[src/rtl/multikey_debounce_if.sv]
// Key front-end bundle: raw keys in, debounced level and event pulses out.
interface multikey_debounce_if #(
  parameter int NKEYS = 3
);
  logic [NKEYS-1:0] key_raw;
  logic [NKEYS-1:0] key_state;
  logic [NKEYS-1:0] key_press;
  logic [NKEYS-1:0] key_release;
  logic [NKEYS-1:0] key_repeat;
  logic             tick;

  modport master (output key_raw, input key_state, key_press, key_release, key_repeat, tick);
  modport slave  (input key_raw, output key_state, key_press, key_release, key_repeat, tick);
endinterface

[src/rtl/multikey_debounce.sv]
// N-key debouncer: heartbeat-sampled shift registers with hysteresis, optional
// exclusive (no-chord) qualification and per-key auto-repeat.
module multikey_debounce #(
  parameter int NKEYS        = 3,
  parameter int HB_BITS      = 21,
  parameter int DEPTH        = 3,
  parameter int EXCLUSIVE    = 1,
  parameter int REPEAT_DELAY = 32,
  parameter int REPEAT_RATE  = 8
) (
  input  logic               sysclk,
  input  logic               reset,
  multikey_debounce_if.slave kif
);
  localparam int RW = $clog2(REPEAT_DELAY + 1);
  // A rate longer than the delay cannot be expressed as a reload; fall back to 0.
  localparam int RELOAD = (REPEAT_RATE >= REPEAT_DELAY) ? 0 : REPEAT_DELAY - REPEAT_RATE;
  localparam logic [RW-1:0] RLAST = RW'(REPEAT_DELAY - 1);
  localparam logic [RW-1:0] RLOAD = RW'(RELOAD);

  logic [HB_BITS-1:0]            hb_q, hb_d;
  logic                          tick;
  logic                          solo;
  logic [NKEYS-1:0]              samp;
  logic [NKEYS-1:0][DEPTH-1:0]   sr_q, sr_d;
  logic [NKEYS-1:0]              state_q, state_d;
  logic [NKEYS-1:0][RW-1:0]      rcnt_q, rcnt_d;
  logic [NKEYS-1:0]              press_q, press_d;
  logic [NKEYS-1:0]              rel_q, rel_d;
  logic [NKEYS-1:0]              rep_q, rep_d;

  assign hb_d = hb_q + 1'b1;
  assign tick = &hb_q;

  // At most one raw bit set; a lone high key is then by definition the sole one.
  assign solo = (kif.key_raw & (kif.key_raw - 1'b1)) == '0;
  assign samp = ((EXCLUSIVE == 0) || solo) ? kif.key_raw : '0;

  always_comb begin
    sr_d    = sr_q;
    state_d = state_q;
    rcnt_d  = rcnt_q;
    press_d = '0;
    rel_d   = '0;
    rep_d   = '0;
    for (int i = 0; i < NKEYS; i++) begin
      if (tick) sr_d[i] = {sr_q[i][DEPTH-2:0], samp[i]};
      if (!state_q[i] && (&sr_q[i]))      state_d[i] = 1'b1;
      else if (state_q[i] && !(|sr_q[i])) state_d[i] = 1'b0;
      press_d[i] = state_d[i] & ~state_q[i];
      rel_d[i]   = state_q[i] & ~state_d[i];
      // Edges take priority so a repeat can never share a cycle with press/release.
      if (REPEAT_RATE == 0 || press_d[i] || rel_d[i]) begin
        rcnt_d[i] = '0;
      end else if (tick && state_q[i]) begin
        if (rcnt_q[i] == RLAST) begin
          rcnt_d[i] = RLOAD;
          rep_d[i]  = 1'b1;
        end else begin
          rcnt_d[i] = rcnt_q[i] + 1'b1;
        end
      end
    end
  end

  always_ff @(posedge sysclk) begin
    if (reset) begin
      hb_q    <= '0;
      sr_q    <= '0;
      state_q <= '0;
      rcnt_q  <= '0;
      press_q <= '0;
      rel_q   <= '0;
      rep_q   <= '0;
    end else begin
      hb_q    <= hb_d;
      sr_q    <= sr_d;
      state_q <= state_d;
      rcnt_q  <= rcnt_d;
      press_q <= press_d;
      rel_q   <= rel_d;
      rep_q   <= rep_d;
    end
  end

  assign kif.key_state   = state_q;
  assign kif.key_press   = press_q;
  assign kif.key_release = rel_q;
  assign kif.key_repeat  = rep_q;
  assign kif.tick        = tick;
endmodule

[src/flat_wrapper.sv]
// flat-port wrapper written by rule: the top's interface ports become plain ports
module multikey_debounce_flat 
#(
  parameter int NKEYS        = 3,
  parameter int HB_BITS      = 21,
  parameter int DEPTH        = 3,
  parameter int EXCLUSIVE    = 1,
  parameter int REPEAT_DELAY = 32,
  parameter int REPEAT_RATE  = 8
)
  (sysclk, reset, kif_key_raw, kif_key_state, kif_key_press, kif_key_release, kif_key_repeat, kif_tick);
  multikey_debounce_if #(.NKEYS(NKEYS)) kif_i ();
  input  logic sysclk;
  input  logic reset;
  input wire logic [$bits(kif_i.key_raw)-1:0] kif_key_raw;
  output wire logic [$bits(kif_i.key_state)-1:0] kif_key_state;
  output wire logic [$bits(kif_i.key_press)-1:0] kif_key_press;
  output wire logic [$bits(kif_i.key_release)-1:0] kif_key_release;
  output wire logic [$bits(kif_i.key_repeat)-1:0] kif_key_repeat;
  output wire logic [$bits(kif_i.tick)-1:0] kif_tick;
  assign kif_i.key_raw = kif_key_raw;
  assign kif_key_state = kif_i.key_state;
  assign kif_key_press = kif_i.key_press;
  assign kif_key_release = kif_i.key_release;
  assign kif_key_repeat = kif_i.key_repeat;
  assign kif_tick = kif_i.tick;
  multikey_debounce #(.NKEYS(NKEYS), .HB_BITS(HB_BITS), .DEPTH(DEPTH), .EXCLUSIVE(EXCLUSIVE), .REPEAT_DELAY(REPEAT_DELAY), .REPEAT_RATE(REPEAT_RATE)) u_core (.sysclk(sysclk), .reset(reset), .kif(kif_i));
endmodule
[config.mk]
export PLATFORM = sky130hd
export DESIGN_NAME = multikey_debounce_flat
export DESIGN_NICKNAME = d
export VERILOG_FILES = /design/src/rtl/multikey_debounce_if.sv /design/src/rtl/multikey_debounce.sv /design/src/flat_wrapper.sv
export SDC_FILE = /design/constraint.sdc
export NUM_CORES = 1
export LEC_CHECK = 0
export CORE_MARGIN = 1.5
export CORE_UTILIZATION = 62
export CTS_CLUSTER_SIZE = 25
export DETAILED_ROUTE_END_ITERATION = 12
export PLACE_DENSITY_LB_ADDON = 0.25
export SLEW_MARGIN = 40
export SYNTH_ARGS = -nofsm -noshare
export SYNTH_HDL_FRONTEND = slang
export SYNTH_SLANG_ARGS = --single-unit
[constraint.sdc]
create_clock -name sysclk -period 4.04 [get_ports sysclk]
set_input_delay 1.212 -clock sysclk [delete_from_list [all_inputs] [get_ports sysclk]]
set_output_delay 1.212 -clock sysclk [all_outputs]
set_load 0.05 [all_outputs]
Word level (Yosys, flattened, before mapping)
Index checks and enable logic that the tools add are counted.
{"block": "totals", "register_bits": 60, "input_bits": 5, "output_inout_bits": 13, "word_cells": 82}
{"block": "classes", "addsub": 5, "eq_ne": 3, "muxes": 13, "bitwise": 16, "n_reduce_logical": 32}
{"operator": "21-bit by 1-bit adder with 21-bit output, second input constant", "count": 1}
{"operator": "21-bit AND reduction", "count": 1}
{"operator": "6-bit by 1-bit adder with 6-bit output, second input constant", "count": 3}
{"operator": "6-bit by 5-bit equality test with 1-bit output, second input constant", "count": 3}
{"operator": "6-bit two-way mux", "count": 3}
{"operator": "3-bit OR reduction", "count": 6}
{"operator": "1-bit logical AND", "count": 9}
{"operator": "1-bit two-way mux", "count": 9}
{"operator": "1-bit NOT", "count": 9}
{"operator": "3-bit AND reduction", "count": 3}
{"operator": "1-bit AND", "count": 6}
{"operator": "1-bit zero test", "count": 6}
{"operator": "2-bit OR reduction", "count": 3}
{"operator": "3-bit AND", "count": 1}
{"operator": "3-bit zero test", "count": 1}
{"operator": "1-bit logical OR", "count": 3}
{"operator": "3-bit two-way mux", "count": 1}
{"operator": "3-bit by 1-bit subtractor with 3-bit output, second input constant", "count": 1}

Logic depth before layout (Yosys ltp)
{"block": "logic_depth", "depth_word": 9, "depth_mapped": 8, "mapped_depth_nobuf": 5}

Worst setup path after synthesis
OpenSTA, ideal clock, no wires.
{"block": "synth_path", "path_type": "register to output", "startpoint": "register u_core.hb_q[0]", "endpoint": "output port kif_tick", "t_arrival_ns": 1.829, "required_time_ns": 2.828, "path_slack_ns": 0.999, "path_stages_with_launch": 7, "path_buffers": 2, "path_cell_list": "dfxtp_1 ha_1 and3_1 buf_2 nand4_4 clkbuf_1 nor2_1"}
{"block": "synth_via", "elab_chain_cells": 1}
{"item": "from (decl)", "line": "multikey_debounce.sv:21", "text": "logic [HB_BITS-1:0] hb_q, hb_d;"}
{"item": "from (signal assigned)", "line": "multikey_debounce.sv:68", "text": "hb_q <= '0;"}
{"item": "from (signal assigned)", "line": "multikey_debounce.sv:76", "text": "hb_q <= hb_d;"}
{"item": "21-bit AND reduction", "line": "multikey_debounce.sv:33", "text": "assign tick = &hb_q;"}
{"item": "to (decl)", "line": "flat_wrapper.sv:20", "text": "output wire logic [$bits(kif_i.tick)-1:0] kif_tick;"}
Every way passes these cells.

Worst setup path after layout
{"block": "layout_path", "startpoint": "register u_core.hb_q[8]", "endpoint": "output port kif_tick"}
The elaborated chain is that of the path after synthesis.

==> results.sh <==
export IMPL_worstSetupPathType="reg2out"
export IMPL_slew_viol_final=0
export IMPL_gp_congestion=0.775
export IMPL_fin_tns_setup_ns=0
export IMPL_ioPinCount=18
export IMPL_peakVddDrop_uv=334
export IMPL_wl_per_cell_um=15.2
export IMPL_vias_per_cell=6.31
export IMPL_r2r_start="u_core.hb_q[0]"
export IMPL_cp_arrival_ns=2.43
export IMPL_seq_area_frac_synth_pct=44.3
export IMPL_dr_pass1_iters=6
export IMPL_numCtsBuffers=9
export IMPL_whs_path_depth=1
export IMPL_num_vias=2411
export IMPL_clock_sinks=60
export IMPL_fin_skew_ns=0.00857
export IMPL_fillers=301
export IMPL_setup_viol=0
export IMPL_r2r_end="u_core.rcnt_q[0]"
export IMPL_hold_viol_final=0
export IMPL_overflow=0
export IMPL_critPathMaxStageDelay_ns=0.81
export IMPL_syn_nets=322
export IMPL_clockBufferDepth=2
export IMPL_synth_seq_cells=60
export IMPL_syn_area_um2=2710
export IMPL_worstHoldStart="u_core.hb_q[0]"
export IMPL_postCtsSetupBuffers=0
export IMPL_core_area_um2=4120
export IMPL_r2r_slack_ns=1.94
export IMPL_crit_path_max_fanout=10
export IMPL_final_layout_size_suffix_gt1_share_pct=5.42
export IMPL_tightestPinTransition_ns=0.692
export IMPL_die_area_um2=4780
export IMPL_drc=0
export IMPL_relSlewSlack_pct=53.9
export IMPL_postPlaceCellArea_um2=2890
export IMPL_max_freq_mhz=275
export IMPL_reg2reg_depth=6
export IMPL_rsz0062_at_grt="no"
export IMPL_routed_wl_mm=5.79
export IMPL_drtIter0Drc=167
export IMPL_power_density_nw_per_um2=353
export IMPL_antennaDiodeCount=0
export IMPL_clockRootBuffer="clkbuf_8"
export IMPL_grt_use_total_pct=25.5
export IMPL_final_common_cell="dfxtp_1"
export IMPL_cts_tree="yes"
export IMPL_period_share_pct=90.0
export IMPL_synth_cells=313
export IMPL_power_leakage_nw=1.08
export IMPL_synth_avg_cell_area_um2=8.67
export IMPL_final_cell_mix="dfxtp_1 (60), nor2_1 (25), a21oi_1 (25)"
export IMPL_outcome="complete, no violations"
export IMPL_drtAntennaViolNets=0
export IMPL_fin_crit_ns=3.64
export IMPL_clk_pin_slew_ns=0.07
export IMPL_cp_required_ns=2.83
export IMPL_ctsHoldBuffers=0
export IMPL_whs_endpoint="u_core.hb_q[0]"
export IMPL_grt_pass1_vias=2173
export IMPL_dieHeight_um=69.2
export IMPL_finalPower_mw=1.08
export IMPL_initial_utilization_pct=65.9
export IMPL_dpl_hpwl_mm=3.80
export IMPL_antenna_found_initial=0
export IMPL_synth_yosys_warnings=0
export IMPL_ys_types=34
export IMPL_design_area_um2=3050
export IMPL_grt_pass1_wl_mm=9.83
export IMPL_cts_htree_levels=3
export IMPL_insertion_delay_ns=0.34
export IMPL_fp_dieW_um=69.2
export IMPL_cts_resized=0
export IMPL_hold_path_class="reg2reg"
export IMPL_drv_cap=0
export IMPL_syn_to_final_growth_pct=12.5
export IMPL_portBuffers=17
export IMPL_nets=336
export IMPL_worstPathCellList="and4_1, nand2_1, nor2_1, clkdlybuf4s50_1"
export IMPL_cp_slowest_cell="clkdlybuf4s50_1"
export IMPL_rows=23
export IMPL_cp_end_kind="output pin"
export IMPL_critPathLaunchType="flip-flop"
export IMPL_grt_max_degree=34
[how the worst max path moves through the flow]
stage | start | endpoint | slack [ns] | cells after the start
finish | u_core.hb_q[8] | kif_tick | 0.40 | 4
global route | u_core.hb_q[8] | kif_tick | 0.25 | 4
CTS | u_core.hb_q[8] | kif_tick | 0.40 | 4
detailed placement | u_core.hb_q[8] | kif_tick | 0.77 | 4
global placement | u_core.hb_q[8] | kif_tick | 0.82 | 4
floorplan | u_core.hb_q[0] | kif_tick | 1.0 | 6
[sequential cells by signal, summed over array words and instances, names as in the netlist]
signal and flops:
u_core.kif.key_repeat 3, u_core.hb_q 21, u_core.sr_q 9, u_core.kif.key_press 3, u_core.kif.key_state 3, u_core.kif.key_release 3, u_core.rcnt_q 18
[critical path: cells and delay by family (launching register included)]
family / cells / cell delay [ns]
AND/OR/NAND/NOR: 3 / 0.86
flip-flops: 1 / 0.41
buffers and inverters: 1 / 0.81
[power breakdown]
part,total (mW),internal [mW],switching [mW]
Clock,0.457,0.238,0.219
Sequential,0.596,0.594,0.00230
Combinational,0.0237,0.00994,0.0137
Total,1.08,0.842,0.235
[Yosys cell counts, drive strengths merged]
cell type  instances  area (um2)
and3              16         100
a211oi             3        22.5
and4               8        70.1
nor4               7        43.8
buf                8        48.8
a221oi             3        26.3
ha                 4        50.1
nor4b              3        26.3
o31ai              3        22.5
clkbuf            10        37.5
or4                6        45.0
nand2             15        56.3
nand3             18        90.1
nor3               6        30.0
xnor2              7        61.3
a21oi             25         125
nor2b              7        43.8
mux2i              3        30.0
xor2               8        70.1
nand4             14         103
nor2              25        93.8
a31o               1        8.76
o21ai             21         105
o2111ai            3        26.3
and4b              3        30.0
a21o               3        22.5
dfxtp             60        1200
inv               10        37.5
nor3b              4        30.0
or3                9        56.3
[cell type report]
type,instances,area (um2),area share (%)
clock buffers,14,153,5.00
clock inverters,2,10.0,0.328
inverters,10,37.5,1.23
multi-input cells,225,1390,45.5
flip-flops and latches,60,1200,39.3
well taps,50,62.6,2.05
repair buffers,21,200,6.56
[layer usage]
layer	vias to the layer above	wire length [um]	track usage (%)
met3	14	289	7.46
met2	67	2850	40.3
li1	1183	-	-
met5	-	0	0
met4	0	132	13.3
met1	1147	2520	31.6
[through the flow]
stage | setup WS (ns) | hold slack (ns) | instances | util (%)
after detailed placement | 0.775 | 0.458 | 366 | 70.2
after floorplan | 0.999 | 0.426 | 313 | -
after CTS | 0.398 | 0.472 | 382 | 74.2
after global placement | 0.823 | 0.441 | 366 | 70.2
after global routing | 0.248 | 0.490 | 382 | 74.2
final | 0.402 | 0.465 | 382 | 74.2
[kinds of logic (layout without fill, tap and decap cells)]
kind of cell    after synthesis  count (layout)  synth area share [%]
flops                        60              60                  44.3
compound gates               62              62                  13.2
buf+inv                      28              47                  4.56
fa+ha+maj                     4               4                  1.84
simple gates                141             141                  30.2
xor+xnor                     15              15                  4.84
mux                           3               3                  1.11
Power figures use the tool's default switching activity.
